## src/rtl/sdpram_fifo_ctrl_if.sv

```systemverilog
// sdpram_fifo_ctrl_if: user-side write/read handshake and status bundle of the FIFO controller
interface sdpram_fifo_ctrl_if #(
    parameter int ADDR_WIDTH = 4,
    parameter int DATA_WIDTH = 16
);
    logic                  clr;
    logic                  wr_en;
    logic [DATA_WIDTH-1:0] wr_data;
    logic                  rd_en;
    logic [DATA_WIDTH-1:0] rd_data;
    logic                  rd_valid;
    logic                  full;
    logic                  empty;
    logic                  almost_full;
    logic                  almost_empty;
    logic [ADDR_WIDTH:0]   data_count;
    logic                  overflow;
    logic                  underflow;
    modport master (
        output clr, wr_en, wr_data, rd_en,
        input  rd_data, rd_valid, full, empty, almost_full, almost_empty, data_count, overflow, underflow
    );
    modport slave (
        input  clr, wr_en, wr_data, rd_en,
        output rd_data, rd_valid, full, empty, almost_full, almost_empty, data_count, overflow, underflow
    );
endinterface

```

## src/rtl/sdpram_fifo_ctrl.sv

```systemverilog
// sdpram_fifo_ctrl: single-clock FIFO controller driving a combinational-read distributed SDP RAM; define FIFO_ERR_FLAG_EN for sticky overflow/underflow
module sdpram_fifo_ctrl #(
    parameter int ADDR_WIDTH       = 4,
    parameter int DATA_WIDTH       = 16,
    parameter int ALMOST_FULL_NUM  = 12,
    parameter int ALMOST_EMPTY_NUM = 4
) (
    input  logic                  clk,
    input  logic                  rst_n,
    sdpram_fifo_ctrl_if.slave     bus,
    output logic                  ram_wr_en,
    output logic [ADDR_WIDTH-1:0] ram_wr_addr,
    output logic [DATA_WIDTH-1:0] ram_wr_data,
    output logic [ADDR_WIDTH-1:0] ram_rd_addr,
    input  logic [DATA_WIDTH-1:0] ram_rd_data
);
    localparam logic [ADDR_WIDTH:0]   DEPTH_C = {1'b1, {ADDR_WIDTH{1'b0}}};
    localparam logic [ADDR_WIDTH:0]   CNT_ONE = {{ADDR_WIDTH{1'b0}}, 1'b1};
    localparam logic [ADDR_WIDTH-1:0] PTR_ONE = {{(ADDR_WIDTH-1){1'b0}}, 1'b1};
    localparam logic [ADDR_WIDTH:0]   AF_C    = ALMOST_FULL_NUM[ADDR_WIDTH:0];
    localparam logic [ADDR_WIDTH:0]   AE_C    = ALMOST_EMPTY_NUM[ADDR_WIDTH:0];

    logic [ADDR_WIDTH-1:0] wr_ptr, rd_ptr;
    logic [ADDR_WIDTH:0]   count;
    logic [DATA_WIDTH-1:0] rd_data_q;
    logic                  rd_valid_q;
    logic                  wa, ra;

    assign bus.full         = count == DEPTH_C;
    assign bus.empty        = count == '0;
    assign bus.almost_full  = count >= AF_C;
    assign bus.almost_empty = count <= AE_C;
    assign bus.data_count   = count;
    assign bus.rd_data      = rd_data_q;
    assign bus.rd_valid     = rd_valid_q;

    assign wa          = bus.wr_en & ~bus.full;
    assign ra          = bus.rd_en & ~bus.empty;
    assign ram_wr_en   = wa;
    assign ram_wr_addr = wr_ptr;
    assign ram_wr_data = bus.wr_data;
    assign ram_rd_addr = rd_ptr;

    // pointers and occupancy; flush wins over any same-cycle request
    always_ff @(posedge clk or negedge rst_n) begin
        if (!rst_n) begin
            wr_ptr <= '0;
            rd_ptr <= '0;
            count  <= '0;
        end else if (bus.clr) begin
            wr_ptr <= '0;
            rd_ptr <= '0;
            count  <= '0;
        end else begin
            wr_ptr <= wa ? wr_ptr + PTR_ONE : wr_ptr;
            rd_ptr <= ra ? rd_ptr + PTR_ONE : rd_ptr;
            count  <= (wa && !ra) ? count + CNT_ONE : (ra && !wa) ? count - CNT_ONE : count;
        end
    end

    // capture the RAM word on each accepted read; data holds across a flush
    always_ff @(posedge clk or negedge rst_n) begin
        if (!rst_n) begin
            rd_data_q  <= '0;
            rd_valid_q <= 1'b0;
        end else begin
            rd_valid_q <= ra & ~bus.clr;
            rd_data_q  <= (ra && !bus.clr) ? ram_rd_data : rd_data_q;
        end
    end

`ifdef FIFO_ERR_FLAG_EN
    logic ovf_q, unf_q;

    // sticky error flags, cleared only by reset or flush
    always_ff @(posedge clk or negedge rst_n) begin
        if (!rst_n) begin
            ovf_q <= 1'b0;
            unf_q <= 1'b0;
        end else if (bus.clr) begin
            ovf_q <= 1'b0;
            unf_q <= 1'b0;
        end else begin
            ovf_q <= ovf_q | (bus.wr_en & bus.full);
            unf_q <= unf_q | (bus.rd_en & bus.empty);
        end
    end

    assign bus.overflow  = ovf_q;
    assign bus.underflow = unf_q;
`else
    assign bus.overflow  = 1'b0;
    assign bus.underflow = 1'b0;
`endif
endmodule
```

## src/flat_wrapper.sv

```systemverilog
// flat-port wrapper written by rule: the top's interface ports become plain ports
module sdpram_fifo_ctrl_flat 
#(
    parameter int ADDR_WIDTH       = 4,
    parameter int DATA_WIDTH       = 16,
    parameter int ALMOST_FULL_NUM  = 12,
    parameter int ALMOST_EMPTY_NUM = 4
)
  (clk, rst_n, ram_wr_en, ram_wr_addr, ram_wr_data, ram_rd_addr, ram_rd_data, bus_clr, bus_wr_en, bus_wr_data, bus_rd_en, bus_rd_data, bus_rd_valid, bus_full, bus_empty, bus_almost_full, bus_almost_empty, bus_data_count, bus_overflow, bus_underflow);
  sdpram_fifo_ctrl_if #(.ADDR_WIDTH(ADDR_WIDTH), .DATA_WIDTH(DATA_WIDTH)) bus_i ();
  input  logic clk;
  input  logic rst_n;
  output logic ram_wr_en;
  output logic [ADDR_WIDTH-1:0] ram_wr_addr;
  output logic [DATA_WIDTH-1:0] ram_wr_data;
  output logic [ADDR_WIDTH-1:0] ram_rd_addr;
  input  logic [DATA_WIDTH-1:0] ram_rd_data;
  input wire logic [$bits(bus_i.clr)-1:0] bus_clr;
  input wire logic [$bits(bus_i.wr_en)-1:0] bus_wr_en;
  input wire logic [$bits(bus_i.wr_data)-1:0] bus_wr_data;
  input wire logic [$bits(bus_i.rd_en)-1:0] bus_rd_en;
  output wire logic [$bits(bus_i.rd_data)-1:0] bus_rd_data;
  output wire logic [$bits(bus_i.rd_valid)-1:0] bus_rd_valid;
  output wire logic [$bits(bus_i.full)-1:0] bus_full;
  output wire logic [$bits(bus_i.empty)-1:0] bus_empty;
  output wire logic [$bits(bus_i.almost_full)-1:0] bus_almost_full;
  output wire logic [$bits(bus_i.almost_empty)-1:0] bus_almost_empty;
  output wire logic [$bits(bus_i.data_count)-1:0] bus_data_count;
  output wire logic [$bits(bus_i.overflow)-1:0] bus_overflow;
  output wire logic [$bits(bus_i.underflow)-1:0] bus_underflow;
  assign bus_i.clr = bus_clr;
  assign bus_i.wr_en = bus_wr_en;
  assign bus_i.wr_data = bus_wr_data;
  assign bus_i.rd_en = bus_rd_en;
  assign bus_rd_data = bus_i.rd_data;
  assign bus_rd_valid = bus_i.rd_valid;
  assign bus_full = bus_i.full;
  assign bus_empty = bus_i.empty;
  assign bus_almost_full = bus_i.almost_full;
  assign bus_almost_empty = bus_i.almost_empty;
  assign bus_data_count = bus_i.data_count;
  assign bus_overflow = bus_i.overflow;
  assign bus_underflow = bus_i.underflow;
  sdpram_fifo_ctrl #(.ADDR_WIDTH(ADDR_WIDTH), .DATA_WIDTH(DATA_WIDTH), .ALMOST_FULL_NUM(ALMOST_FULL_NUM), .ALMOST_EMPTY_NUM(ALMOST_EMPTY_NUM)) u_core (.clk(clk), .rst_n(rst_n), .bus(bus_i), .ram_wr_en(ram_wr_en), .ram_wr_addr(ram_wr_addr), .ram_wr_data(ram_wr_data), .ram_rd_addr(ram_rd_addr), .ram_rd_data(ram_rd_data));
endmodule
```

## config.mk

```make
export PLATFORM = sky130hd
export DESIGN_NAME = sdpram_fifo_ctrl_flat
export DESIGN_NICKNAME = d
export VERILOG_FILES = /design/src/rtl/sdpram_fifo_ctrl_if.sv /design/src/rtl/sdpram_fifo_ctrl.sv /design/src/flat_wrapper.sv
export SDC_FILE = /design/constraint.sdc
export NUM_CORES = 1
export LEC_CHECK = 0
export BUFFER_PORTS_ARGS = -buffer_cell sky130_fd_sc_hd__buf_2
export CELL_PAD_IN_SITES_DETAIL_PLACEMENT = 0
export CELL_PAD_IN_SITES_GLOBAL_PLACEMENT = 1
export CORE_ASPECT_RATIO = 0.7
export CORE_MARGIN = 10
export CORE_UTILIZATION = 33
export DETAILED_ROUTE_END_ITERATION = 10
export GPL_TIMING_DRIVEN = 0
export PLACE_DENSITY_LB_ADDON = 0.05
export SLEW_MARGIN = 20
export SYNTH_ARGS = -nofsm -noshare
export SYNTH_HDL_FRONTEND = slang
export SYNTH_SLANG_ARGS = --single-unit
```

## constraint.sdc

```tcl
create_clock -name clk -period 2.9 [get_ports clk]
set_input_delay 0.58 -clock clk [delete_from_list [all_inputs] [get_ports clk]]
set_output_delay 0.58 -clock clk [all_outputs]
set_load 0.02 [all_outputs]
```

==> Word-level counts from Yosys, hierarchy flattened <==
Cells that the tools add are included.
{ "op_classes": {"addsub": 4, "order_cmp": 2, "eq_ne": 1, "mux": 7, "bitwise": 6, "reduce_logical": 10} }
{ "op_table": {"columns": ["cell", "count"], "rows": [
  ["2-to-1 mux 4 bit", 4],
  ["2-to-1 mux 5 bit", 3],
  ["adder 4 x 1 -> 4 bit (second input constant)", 2],
  ["adder 5 x 1 -> 5 bit (second input constant)", 1],
  ["equality test 5 bit (second input constant)", 1],
  ["greater-or-equal comparator 5 x 4 -> 1 bit (second input constant)", 1],
  ["<= comparator 5 x 3 -> 1 bit (second input constant)", 1],
  ["logical NOT 5 bit", 1],
  ["subtractor 5 x 1 -> 5 bit (second input constant)", 1],
  ["nonzero test 2 bit", 2],
  ["AND 1 bit", 3],
  ["logical AND 1 bit", 3],
  ["logical NOT 1 bit", 3],
  ["NOT 1 bit", 3],
  ["nonzero test 3 bit", 1]
]} }
{ "word_totals": {"reg_bits": 30, "output_inout_bits": 53, "word_cells": 35} }

==> Longest topological paths before layout <==
Gate-level depths: netlist (run 1).
{ "logic_depth": {"depth_word": 8, "mapped_depth": 8, "mapped_depth_nobuf": 8} }

==> Worst setup path after synthesis (run 1) <==
No wires, ideal clock.
{ "synth_path": {"kind": "register -> register", "from": "register u_core.count[0] (netlist: u_core.bus.data_count[0])", "to": "register u_core.count[4] (netlist: u_core.bus.data_count[4])", "setup_ps": 137, "t_arrival_ps": 2552, "required_ps": 2763, "path_slack_ps": 212, "path_stages_with_launch": 9, "n_path_buf": 0, "period_less_slack_ps": 2688, "path_cell_list": "dfrtp_1 > nor4_1 > a21oi_1 > nand2_1 > ha_1 > a21oi_1 > and2_1 > mux2i_1 > a31oi_1"} }
{ "synth_via": {"word_cells_on_any_way": 16, "cone_classes": "2 x add/sub; 1 x eq/ne; 3 x mux; 4 x bitwise; 6 x reduce/logical"} }
{ "synth_lines": {"columns": ["element", "line_no", "text"], "rows": [
  ["start: declaration", "sdpram_fifo_ctrl.sv:24", "logic [ADDR_WIDTH:0] count;"],
  ["start signal: assignment", "sdpram_fifo_ctrl.sv:57", "count <= (wa && !ra) ? count + CNT_ONE : (ra && !wa) ? count - CNT_ONE : count;"],
  ["equality test 5 bit (*)", "sdpram_fifo_ctrl.sv:29", "assign bus.full = count == DEPTH_C;"],
  ["NOT 1 bit (*)", "sdpram_fifo_ctrl.sv:37", "assign wa = bus.wr_en & ~bus.full;"],
  ["AND 1 bit (*)", "sdpram_fifo_ctrl.sv:37", null],
  ["named net ram_wr_en", "flat_wrapper.sv:13", "output logic ram_wr_en;"],
  ["logical AND 1 bit or logical NOT 1 bit (tied branches)", "sdpram_fifo_ctrl.sv:57", null],
  ["2-to-1 mux 5 bit or logical AND 1 bit (tied branches)", "sdpram_fifo_ctrl.sv:57", null],
  ["2-to-1 mux 5 bit or nonzero test 3 bit (tied branches)", null, null]
]} }
Mark *: on every way through the listed nets, which the timed path passes. The rest lies on a longest branch. The select of a mux whose other input is x is not followed.
A chain may end at the register's enable or synchronous reset.

==> Final worst setup path (run 1) <==
{ "layout_path": {"from": "register u_core.count[1] (netlist: u_core.bus.data_count[1])", "to": "register u_core.count[4] (netlist: u_core.bus.data_count[4])"} }
{ "layout_via": {"elab_chain_cells": 7, "word_cells_on_any_way": 16, "cone_classes": "2 x add/sub; 1 x eq/ne; 3 x mux; 4 x bitwise; 6 x reduce/logical"} }
{ "layout_lines": {"columns": ["element"], "rows": [
  ["branches (longest 7 deep; another with subtractor 5 x 1 -> 5 bit)"]
]} }
Parallel ways; which one is timed is not known. The select of a mux whose other input is x is not followed.

==> flow_summary_export.csv, run 1 <==
group,metric,value,unit
status,status,"finished, final reports clean",
layout,n_antenna_cell,0,
floorplan,fp.dieH,79.9,um
timing,max_freq,0.384,GHz
detailed_routing,ant_nets,0,
timing,rsz0062_at_grt,"no",
timing,worst_slew_pin_slew,0.680,ns
yosys,synthDistinctLibCells,36,
yosys,ys_warn_count,0,
detailed_routing,drc,0,
global_routing,grt_overflow,0,
timing,post-route-min-period,2.61,ns
yosys,syn_inst,150,
layout,area_growth,33.3,%
setup_path,critPathKind,"flip-flop to flip-flop",
setup_path,crit_arrival,2.74,ns
clocking,post_cts_buffers,0,
yosys,synth_ff_type,"dfrtp_1",
setup_path,required,3.04,ns
clocking,cts_resized,0,
setup_path,reg2reg_from,"u_core.bus.data_count[1]$_DFFE_PN0P_",
setup_path,critPathMaxFanout,8,
detailed_routing,postRouteWirelength,4.65,mm
clocking,clockBufferDepth,2,
power_and_ir_drop,peakVddDrop,0.000482,V
clocking,insertion_delay,0.28,ns
yosys,syn-cell-area,0.00169,mm2
detailed_routing,first_pass_iters,4,
layout,drive_gt1_share,52.2,%
layout,nNetsFinal,273,
floorplan,dieWidth,106,um
timing,setup_viol,0,
clocking,cts_root_buf,"clkbuf_8",
floorplan,dieArea,0.00843,mm2
timing,finalClockSkew,0.00730,ns
power_and_ir_drop,power.leakage,1.20,nW
clocking,ctsHoldBuffers,0,
detailed_routing,drt_iter0_markers,33,
yosys,avgSynthCellArea,11.3,um2
yosys,synth_top_area_share,44.4,%
global_routing,grt_pass1_vias,1507,
run,drv_cap,0,
yosys,synth_top_cells_by_area,"dfrtp_1 (44%), buf_4 (8.0%), mux2_4 (8.0%), mux2_2 (4.7%), ha_1 (4.4%)",
setup_path,worstSetupEndpointType,"flip-flop",
setup_path,startpoint_type,"flip-flop",
clocking,cts_inserted_buffers,5,
clocking,htreeDepth,2,
timing,whs,0.339,ns
yosys,synth-seq-area-share,44.4,%
timing,layout_setup_ws,0.294,ns
yosys,synth_largest_area_cell,"dfrtp_1",
yosys,synth_seq_cells,30,
place,pre_cts_slack,0.127,ns
clocking,cts_tree,"built",
setup_path,crit_start,"u_core.bus.data_count[1]$_DFFE_PN0P_",
yosys,async_flop_share,100,%
yosys,synth_edf_count,0,
timing,fin_crit_sh,89.9,%
floorplan,io_pins,90,
detailed_routing,via_per_inst,4.66,
timing,finalMaxSlewViolations,0,
global_routing,grt_max_degree,31,
clocking,cts.clk_slew.worst_paths,0.06,ns
floorplan,initial_core_util,34.8,%
place,port_buffers,71,
place,gp_congestion,0.700,
detailed_routing,wl_per_cell,15.5,um
place,hpwl,3.72,mm
floorplan,placementRows,21,
timing,slew_headroom,54.7,%
detailed_routing,num_vias,1394,
floorplan,core,0.00486,mm2
yosys,synth_common_cells,"dfrtp_1 (30), buf_4 (18), nor2_1 (12)",
global_routing,antenna_found_initial,0,
global_routing,track_usage,10.7,%
power_and_ir_drop,total_power,2.31,mW
timing,final.setup.tns,0,ns
global_routing,grt_pass1_wl,7.44,mm
yosys,synth_most_common_cell,"dfrtp_1",
worst_hold_path,hold_path.class,"input port to asynchronous set/reset pin",
timing,finalHoldViolCount,0,
clocking,clkSinkCount,30,
power_and_ir_drop,powerDensity,1020,mW/mm2
==> flip-flops by register name, indices dropped and copies added (netlist names) <==
signal,cells
u_core.ram_wr_addr,4
u_core.bus.rd_data,16
u_core.bus.data_count,5
u_core.ram_rd_addr,4
u_core.bus.rd_valid,1
==> report_power, final <==
part           internal [mW]  switching [mW]  total, mW
logic                  0.538           0.690       1.23
registers              0.581           0.152      0.733
clock network          0.191           0.154      0.346
==> cell families after synthesis <==
kind of cell	count (synthesis)	share of synthesized area, %
AND/OR/NAND/NOR	35	9.85
other	1	0.222
flip-flops	30	44.4
multiplexers	20	15.0
XOR/XNOR	6	3.11
adder cells (fa/ha/maj)	7	5.63
AO/OA/AOI/OAI	24	9.92
buffers and inverters	27	11.8
==> area by class of cell <==
cell class / count / area (um2)
tap: 69 / 86.3
buffer: 23 / 185
sequential: 30 / 751
clock inverter: 1 / 5.00
multi-input combinational: 94 / 769
timing repair buffer: 71 / 355
fill: 474 / 2610
clock buffer: 7 / 86.3
inverter: 4 / 15.0
==> worst max-delay path: stages, from the launching register on <==
cell and delay [ns]:
dfrtp_1 0.52, o41ai_2 0.55, nand2_1 0.25, ha_1 0.38
a21oi_1 0.28, and2_1 0.21, mux2i_1 0.19, a31oi_1 0.09
==> per-stage QoR <==
stage          util, %  cell area [um2]  std cells
2_1_floorplan        -             1690        151
3_3_place_gp      43.9             2140        291
3_5_place_dp      43.9             2140        291
4_1_cts           45.8             2230        299
5_1_grt           46.4             2250        299
6_report          46.4             2250        299
==> layout by cell type (no fill, tap or decap), types with 2 or more instances in the layout <==
cell,count
mux2_2,7
o211ai_1,2
buf_6,2
xor2_1,3
nor2_1,12
mux2_4,9
mux2i_1,4
and2_1,2
conb_1,2
inv_1,4
buf_4,18
dfrtp_1,30
ha_1,6
a211oi_1,3
buf_2,71
nand3_1,4
nor3_1,4
o21a_1,3
clkbuf_1,3
o21ai_0,4
clkbuf_8,6
a31oi_1,2
nand2_1,7
xnor2_1,3
a21oi_1,4
==> routing by layer <==
layer / wire, um / global-route usage [%] / vias to the layer above
met5: 0 / 0 / -
met4: 0 / 1.75 / 0
met3: 542 / 6.45 / 0
met2: 2010 / 16.8 / 70
met1: 2090 / 12.5 / 664
li1: - / - / 660
==> path summary, 6_finish.rpt <==
kind                       slack, ns                                   end  cells past startpoint
max in group asynchronous       2.12     u_core.ram_rd_addr[0]$_DFFE_PN0P_                      1
min                             0.34    u_core.bus.rd_data[13]$_DFFE_PN0P_                      1
min reg2reg                     0.51    u_core.bus.rd_data[10]$_DFFE_PN0P_                      1
min in group clk                0.51    u_core.bus.rd_data[10]$_DFFE_PN0P_                      1
max reg2reg                     0.29  u_core.bus.data_count[4]$_DFFE_PN0P_                      7
max                             0.29  u_core.bus.data_count[4]$_DFFE_PN0P_                      7
Power figures use the tool's default switching activity.
==> inputs of run 2 (changes only) <==
--- a/config.mk
+++ b/config.mk
@@ -14,6 +14,7 @@
 export DETAILED_ROUTE_END_ITERATION = 10
 export GPL_TIMING_DRIVEN = 0
 export PLACE_DENSITY_LB_ADDON = 0.05
+export SETUP_SLACK_MARGIN = 0.5
 export SLEW_MARGIN = 20
 export SYNTH_ARGS = -nofsm -noshare
 export SYNTH_HDL_FRONTEND = slang
==> run 2 against run 1 <==
  * Combinational power grew 9%
  * Clock skew down 0.0053 ns
  * First-iteration DRC count rose by 15%
  * Non-clock buffer count up 8
  * Critical path type is now flip-flop to output port
  * Highest routed layer is now met4
==> flow_summary_export.csv, run 2 (synthesis results as in run 1) <==
group,metric,value,unit
place,pre_cts_slack,0.292,ns
timing,finalMaxSlewViolations,0,
setup_path,path_delay_family,"buffers and inverters",
timing,max_freq,0.436,GHz
detailed_routing,ant_nets,0,
timing,post-route-min-period,2.29,ns
clocking,clkSinkCount,30,
place,placed_area,0.00217,mm2
global_routing,grt_max_degree,31,
layout,fill_cells,464,
layout,drive_gt1_share,56.7,%
floorplan,fp.dieH,79.9,um
timing,worst_slew_pin_slew,0.653,ns
timing,fin_crit_sh,79.1,%
layout,area_growth,38.7,%
setup_path,cp_slowest_stage_delay,0.46,ns
setup_path,slowest_stage,"dfrtp_2",
place,gp_congestion,0.702,
timing,rsz0062_at_grt,"no",
timing,whs,0.334,ns
setup_path,worstSetupEndpointType,"output port",
detailed_routing,first_pass_iters,4,
clocking,ctsHoldBuffers,0,
clocking,cts.clk_slew.worst_paths,0.06,ns
place,port_buffers,71,
timing,finalClockSkew,0.00204,ns
floorplan,dieWidth,106,um
clocking,insertion_delay,0.27,ns
detailed_routing,dr_wl_met2,2.11,mm
layout,n_antenna_cell,0,
global_routing,antenna_found_initial,0,
clocking,clockBufferDepth,2,
setup_path,critPathBufInv,3,
detailed_routing,drt_iter0_markers,38,
layout,fin_cells,307,
place,placed_cells,291,
setup_path,cp.depth,5,
layout,layout_commonest_cell,"buf_2",
setup_path,startpoint_type,"flip-flop",
floorplan,placementRows,21,
timing,setup_viol,0,
clocking,cts_root_buf,"clkbuf_8",
detailed_routing,wl_per_cell,15.7,um
status,status,"finished, final reports clean",
clocking,cts_tree,"built",
setup_path,critPathMaxFanout,6,
layout,nNetsFinal,281,
power_and_ir_drop,peakVddDrop,0.000439,V
run,drv_cap,0,
power_and_ir_drop,total_power,2.41,mW
detailed_routing,top_layer,"met4",
detailed_routing,drc,0,
detailed_routing,wl_met3,559,um
global_routing,grt_pass1_wl,7.77,mm
setup_path,required,2.32,ns
timing,finalHoldViolCount,0,
floorplan,core,0.00486,mm2
floorplan,dieArea,0.00843,mm2
timing,slew_headroom,56.5,%
power_and_ir_drop,powerDensity,1030,mW/mm2
setup_path,ff2ff_path_depth,9,
clocking,htreeDepth,2,
layout,layout_common_cells,"buf_2 (71), buf_4 (26), dfrtp_1 (26)",
power_and_ir_drop,power.leakage,1.24,nW
global_routing,grt_overflow,0,
layout,stdcell_area,0.00234,mm2
detailed_routing,routedLengthMet1,2.14,mm
floorplan,initial_core_util,34.8,%
timing,final.setup.tns,0,ns
global_routing,grt_pass1_vias,1523,
setup_path,critPathKind,"flip-flop to output port",
global_routing,track_usage,11.1,%
floorplan,io_pins,90,
timing,layout_setup_ws,0.607,ns
detailed_routing,num_vias,1397,
detailed_routing,postRouteWirelength,4.82,mm
setup_path,crit_arrival,1.71,ns
layout,largest_reg_flops,16,
place,hpwl,3.81,mm
worst_hold_path,hold_path.class,"input port to asynchronous set/reset pin",
clocking,cts_inserted_buffers,5,
setup_path,path_cells,"buf_4 -> or4_4 -> buf_6 -> nor2_1 -> buf_2",
layout,final_util,48.2,%
detailed_routing,via_per_inst,4.55,
run 2: changes by cell type in the layout (fill, tap and decap cells not counted), sizes merged:
cell  change
buf       +8
run 2: final cells by class:
cell class / count / area, um2 / share of cell area (%)
Clock inverter: 1 / 5.00 / 0.213
Multi-Input combinational cell: 94 / 795 / 33.9
Buffer: 23 / 186 / 7.95
Inverter: 4 / 15.0 / 0.640
Sequential cell: 30 / 756 / 32.2
Clock buffer: 7 / 86.3 / 3.68
Timing Repair Buffer: 79 / 415 / 17.7
Tap cell: 69 / 86.3 / 3.68
run 2: worst reg2reg max path: stages, from the launching register on:
cell	delay (ns)
dfrtp_2	0.46
buf_4	0.17
o41ai_4	0.26
nand2_2	0.16
buf_4	0.16
ha_1	0.29
and3_1	0.20
o31a_1	0.28
nand4_1	0.09
o21ai_0	0.08
run 2: worst paths after layout:
kind                       slack [ns]                              endpoint                            startpoint
setup / recovery                 0.61                             bus_empty  u_core.bus.data_count[2]$_DFFE_PN0P_
hold / removal                   0.33     u_core.bus.rd_data[9]$_DFFE_PN0P_                                 rst_n
setup reg to reg                 0.63  u_core.bus.data_count[3]$_DFFE_PN0P_  u_core.bus.data_count[1]$_DFFE_PN0P_
hold reg to reg                  0.50    u_core.bus.rd_data[14]$_DFFE_PN0P_    u_core.bus.rd_data[14]$_DFFE_PN0P_
max in group asynchronous        2.10  u_core.bus.data_count[3]$_DFFE_PN0P_                                 rst_n
min in group clk                 0.50    u_core.bus.rd_data[14]$_DFFE_PN0P_    u_core.bus.rd_data[14]$_DFFE_PN0P_
run 2: timing repair:
| item | in CTS | in global routing |
|---|---|---|
| buffers inserted | 1 | 7 |
| resized for setup | 3 | 4 |
| setup endpoints to repair | 2 | 2 |
| pin swaps | 1 | 3 |
| gates cloned | 0 | 0 |
run 2: power by group:
group	switching (mW)	internal, mW
logic	0.737	0.605
clock network	0.149	0.191
registers	0.140	0.586
total	1.03	1.38
run 2: routing by layer:
metal,global-route usage [%],vias to the layer above
met5,0,-
met4,1.62,0
met3,6.77,2
met2,16.6,63
met1,13.6,656
li1,-,676
==> inputs of run 3 (changes only) <==
--- a/config.mk
+++ b/config.mk
@@ -10,7 +10,7 @@
 export CELL_PAD_IN_SITES_GLOBAL_PLACEMENT = 1
 export CORE_ASPECT_RATIO = 0.7
 export CORE_MARGIN = 10
-export CORE_UTILIZATION = 33
+export CORE_UTILIZATION = 30
 export DETAILED_ROUTE_END_ITERATION = 10
 export GPL_TIMING_DRIVEN = 0
 export PLACE_DENSITY_LB_ADDON = 0.05
==> constraint.sdc (replaced) <==
create_clock -name clk -period 1.9 [get_ports clk]
set_input_delay 0.38 -clock clk [delete_from_list [all_inputs] [get_ports clk]]
set_output_delay 0.38 -clock clk [all_outputs]
set_load 0.02 [all_outputs]
==> run 3 against run 2 <==
  * The flow now finishes with violations (setup timing)
  * Utilization up 2.5 points
  * Routed wire length up 4.4%
  * First-iteration DRC count up 32%
  * Hold slack worse by 0.20 ns
  * Die area up 7.8%
  * Final area up 15%
  * Largest power group unchanged
  * Power up 81%
  * Sequential power up 51%
  * Count of clock-buffer cells in the layout unchanged
  * Critical path type is now flip-flop to flip-flop
  * Combinational power up 100%
  * Global-route usage down 0.39 points
==> flow_summary_export.csv, run 3 (synthesis results as in run 1) <==
group,metric,value,unit
status,status,"finished, violations left",
status,violations,"setup timing",
timing,slew_headroom,55.3,%
setup_path,crit_arrival,2.30,ns
floorplan,dieWidth,110,um
clocking,cts_root_buf,"clkbuf_8",
layout,nNetsFinal,294,
clocking,clkSinkCount,30,
clocking,cts_inserted_buffers,5,
layout,fill_cells,515,
timing,fin_crit_sh,112,%
timing,finalClockSkew,0.00349,ns
global_routing,use_met2,16.0,%
floorplan,io_pins,90,
clocking,clockBufferDepth,2,
setup_path,slowest_stage,"or4_4",
worst_hold_path,hold_path.class,"input port to asynchronous set/reset pin",
global_routing,grt_pass1_wl,7.91,mm
layout,largest_reg_flops,16,
layout,drive_gt1_share,65.7,%
layout,area_growth,60.2,%
clocking,cts_tree,"built",
power_and_ir_drop,powerDensity,1610,mW/mm2
detailed_routing,num_vias,1450,
place,placed_area,0.00222,mm2
timing,post-route-min-period,2.13,ns
global_routing,track_usage,10.7,%
setup_path,startpoint_type,"flip-flop",
timing,final.setup.tns,-4.01,ns
setup_path,path_delay_family,"simple AND/OR/NAND/NOR gates",
setup_path,critPathMaxFanout,5,
timing,rsz0062_at_grt,"yes",
detailed_routing,wl_per_cell,15.6,um
floorplan,fp.dieH,82.8,um
floorplan,dieArea,0.00909,mm2
global_routing,antenna_found_initial,0,
timing,finalMaxSlewViolations,0,
place,port_buffers,71,
layout,n_antenna_cell,0,
detailed_routing,via_per_inst,4.49,
clocking,htreeDepth,2,
detailed_routing,first_pass_iters,4,
detailed_routing,postRouteWirelength,5.03,mm
clocking,cts.clk_slew.worst_paths,0.06,ns
floorplan,initial_core_util,31.7,%
timing,setup_viol,20,
timing,max_freq,0.469,GHz
floorplan,placementRows,22,
floorplan,core,0.00534,mm2
detailed_routing,drc,0,
power_and_ir_drop,peakVddDrop,0.000675,V
global_routing,grt_overflow,0,
timing,finalHoldViolCount,0,
setup_path,critPathBufInv,3,
setup_path,critPathKind,"flip-flop to flip-flop",
layout,layout_commonest_cell,"buf_2",
run,drv_cap,0,
setup_path,cp_slowest_stage_delay,0.54,ns
setup_path,path_cells,"or4_4 -> buf_8 -> o21ai_4 -> nand2b_4 -> buf_6 -> clkbuf_16 -> mux2_4",
detailed_routing,ant_nets,0,
global_routing,grt_pass1_vias,1597,
clocking,insertion_delay,0.27,ns
timing,worst_slew_pin_slew,0.671,ns
clocking,ctsHoldBuffers,0,
place,hpwl,3.80,mm
global_routing,use_met1,12.7,%
timing,layout_setup_ws,-0.233,ns
setup_path,required,2.06,ns
layout,stdcell_area,0.00271,mm2
power_and_ir_drop,power.leakage,1.40,nW
detailed_routing,drt_iter0_markers,50,
global_routing,grt_use_met3,6.64,%
setup_path,worstSetupEndpointType,"flip-flop",
global_routing,grt_max_degree,31,
global_routing,grt_busiest_layer,"met2",
place,gp_congestion,0.740,
layout,layout_common_cells,"buf_2 (63), buf_4 (30), dfrtp_1 (26)",
[run 3: cell count changes in the layout (fill, tap and decap cells not counted), moves of 4 or more]
cell    delta
buf_2      -8
buf_4      +4
buf_6     +14
mux2_2     -7
mux2_4     +7
[run 3: final cells by class]
type	instances	area (um2)	share of cell area [%]
flip-flops and latches	30	756	27.9
multi-input cells	94	931	34.4
clock buffers	7	86.3	3.19
clock inverters	1	5.00	0.185
repair buffers	92	619	22.9
plain buffers	23	200	7.39
well taps	72	90.1	3.33
inverters	4	20.0	0.739
[run 3: per-stage QoR]
stage                     utilization, %  instances  worst slack, ns  total power, mW  hold WS, ns
after floorplan                        -        151           -0.270             2.54       0.0844
after global placement              41.7        294           -0.409             3.09        0.446
after detailed placement            41.7        294           -0.414             3.15        0.457
after CTS                           47.8        315           -0.248             4.15        0.160
after global routing                50.7        323           -0.294             4.64        0.187
final                               50.7        323           -0.233             4.35        0.136
[run 3: what timing repair did]
| action | 4_1_cts | 5_1_grt |
|---|---|---|
| endpoints found under the setup margin | 37 | 39 |
| cloned | 0 | 1 |
| buffers inserted | 13 | 7 |
| hold endpoints to repair | 0 | 0 |
| resized for setup | 31 | 23 |
| pin swaps | 8 | 8 |
[run 3: worst paths after layout]
check | from | to | slack, ns | depth (start not counted)
max in group asynchronous | rst_n | u_core.bus.data_count[2]$_DFFE_PN0P_ | 1.28 | 1
min | rst_n | u_core.bus.rd_data[13]$_DFFE_PN0P_ | 0.14 | 1
max reg2reg | u_core.bus.data_count[0]$_DFFE_PN0P_ | u_core.bus.rd_data[6]$_DFFE_PN0P_ | -0.23 | 7
min reg2reg | u_core.bus.rd_data[15]$_DFFE_PN0P_ | u_core.bus.rd_data[15]$_DFFE_PN0P_ | 0.50 | 1
max | u_core.bus.data_count[0]$_DFFE_PN0P_ | u_core.bus.rd_data[6]$_DFFE_PN0P_ | -0.23 | 7
min in group clk | ram_rd_data[14] | u_core.bus.rd_data[14]$_DFFE_PN0P_ | 0.33 | 2
[run 3: where the power goes]
group	internal (mW)	total, mW	switching (mW)
Combinational	1.39	2.73	1.34
Clock	0.292	0.523	0.231
Sequential	0.895	1.10	0.204
Total	2.58	4.35	1.77
[run 3: layer usage]
layer  wire, um  part of all wire, %  vias to the layer above
li1           -                    -                      701
met1       2200                   44                      679
met2       2180                   43                       68
met3        635                   13                        2
met4          8                 0.16                        0
met5          0                    0                        -
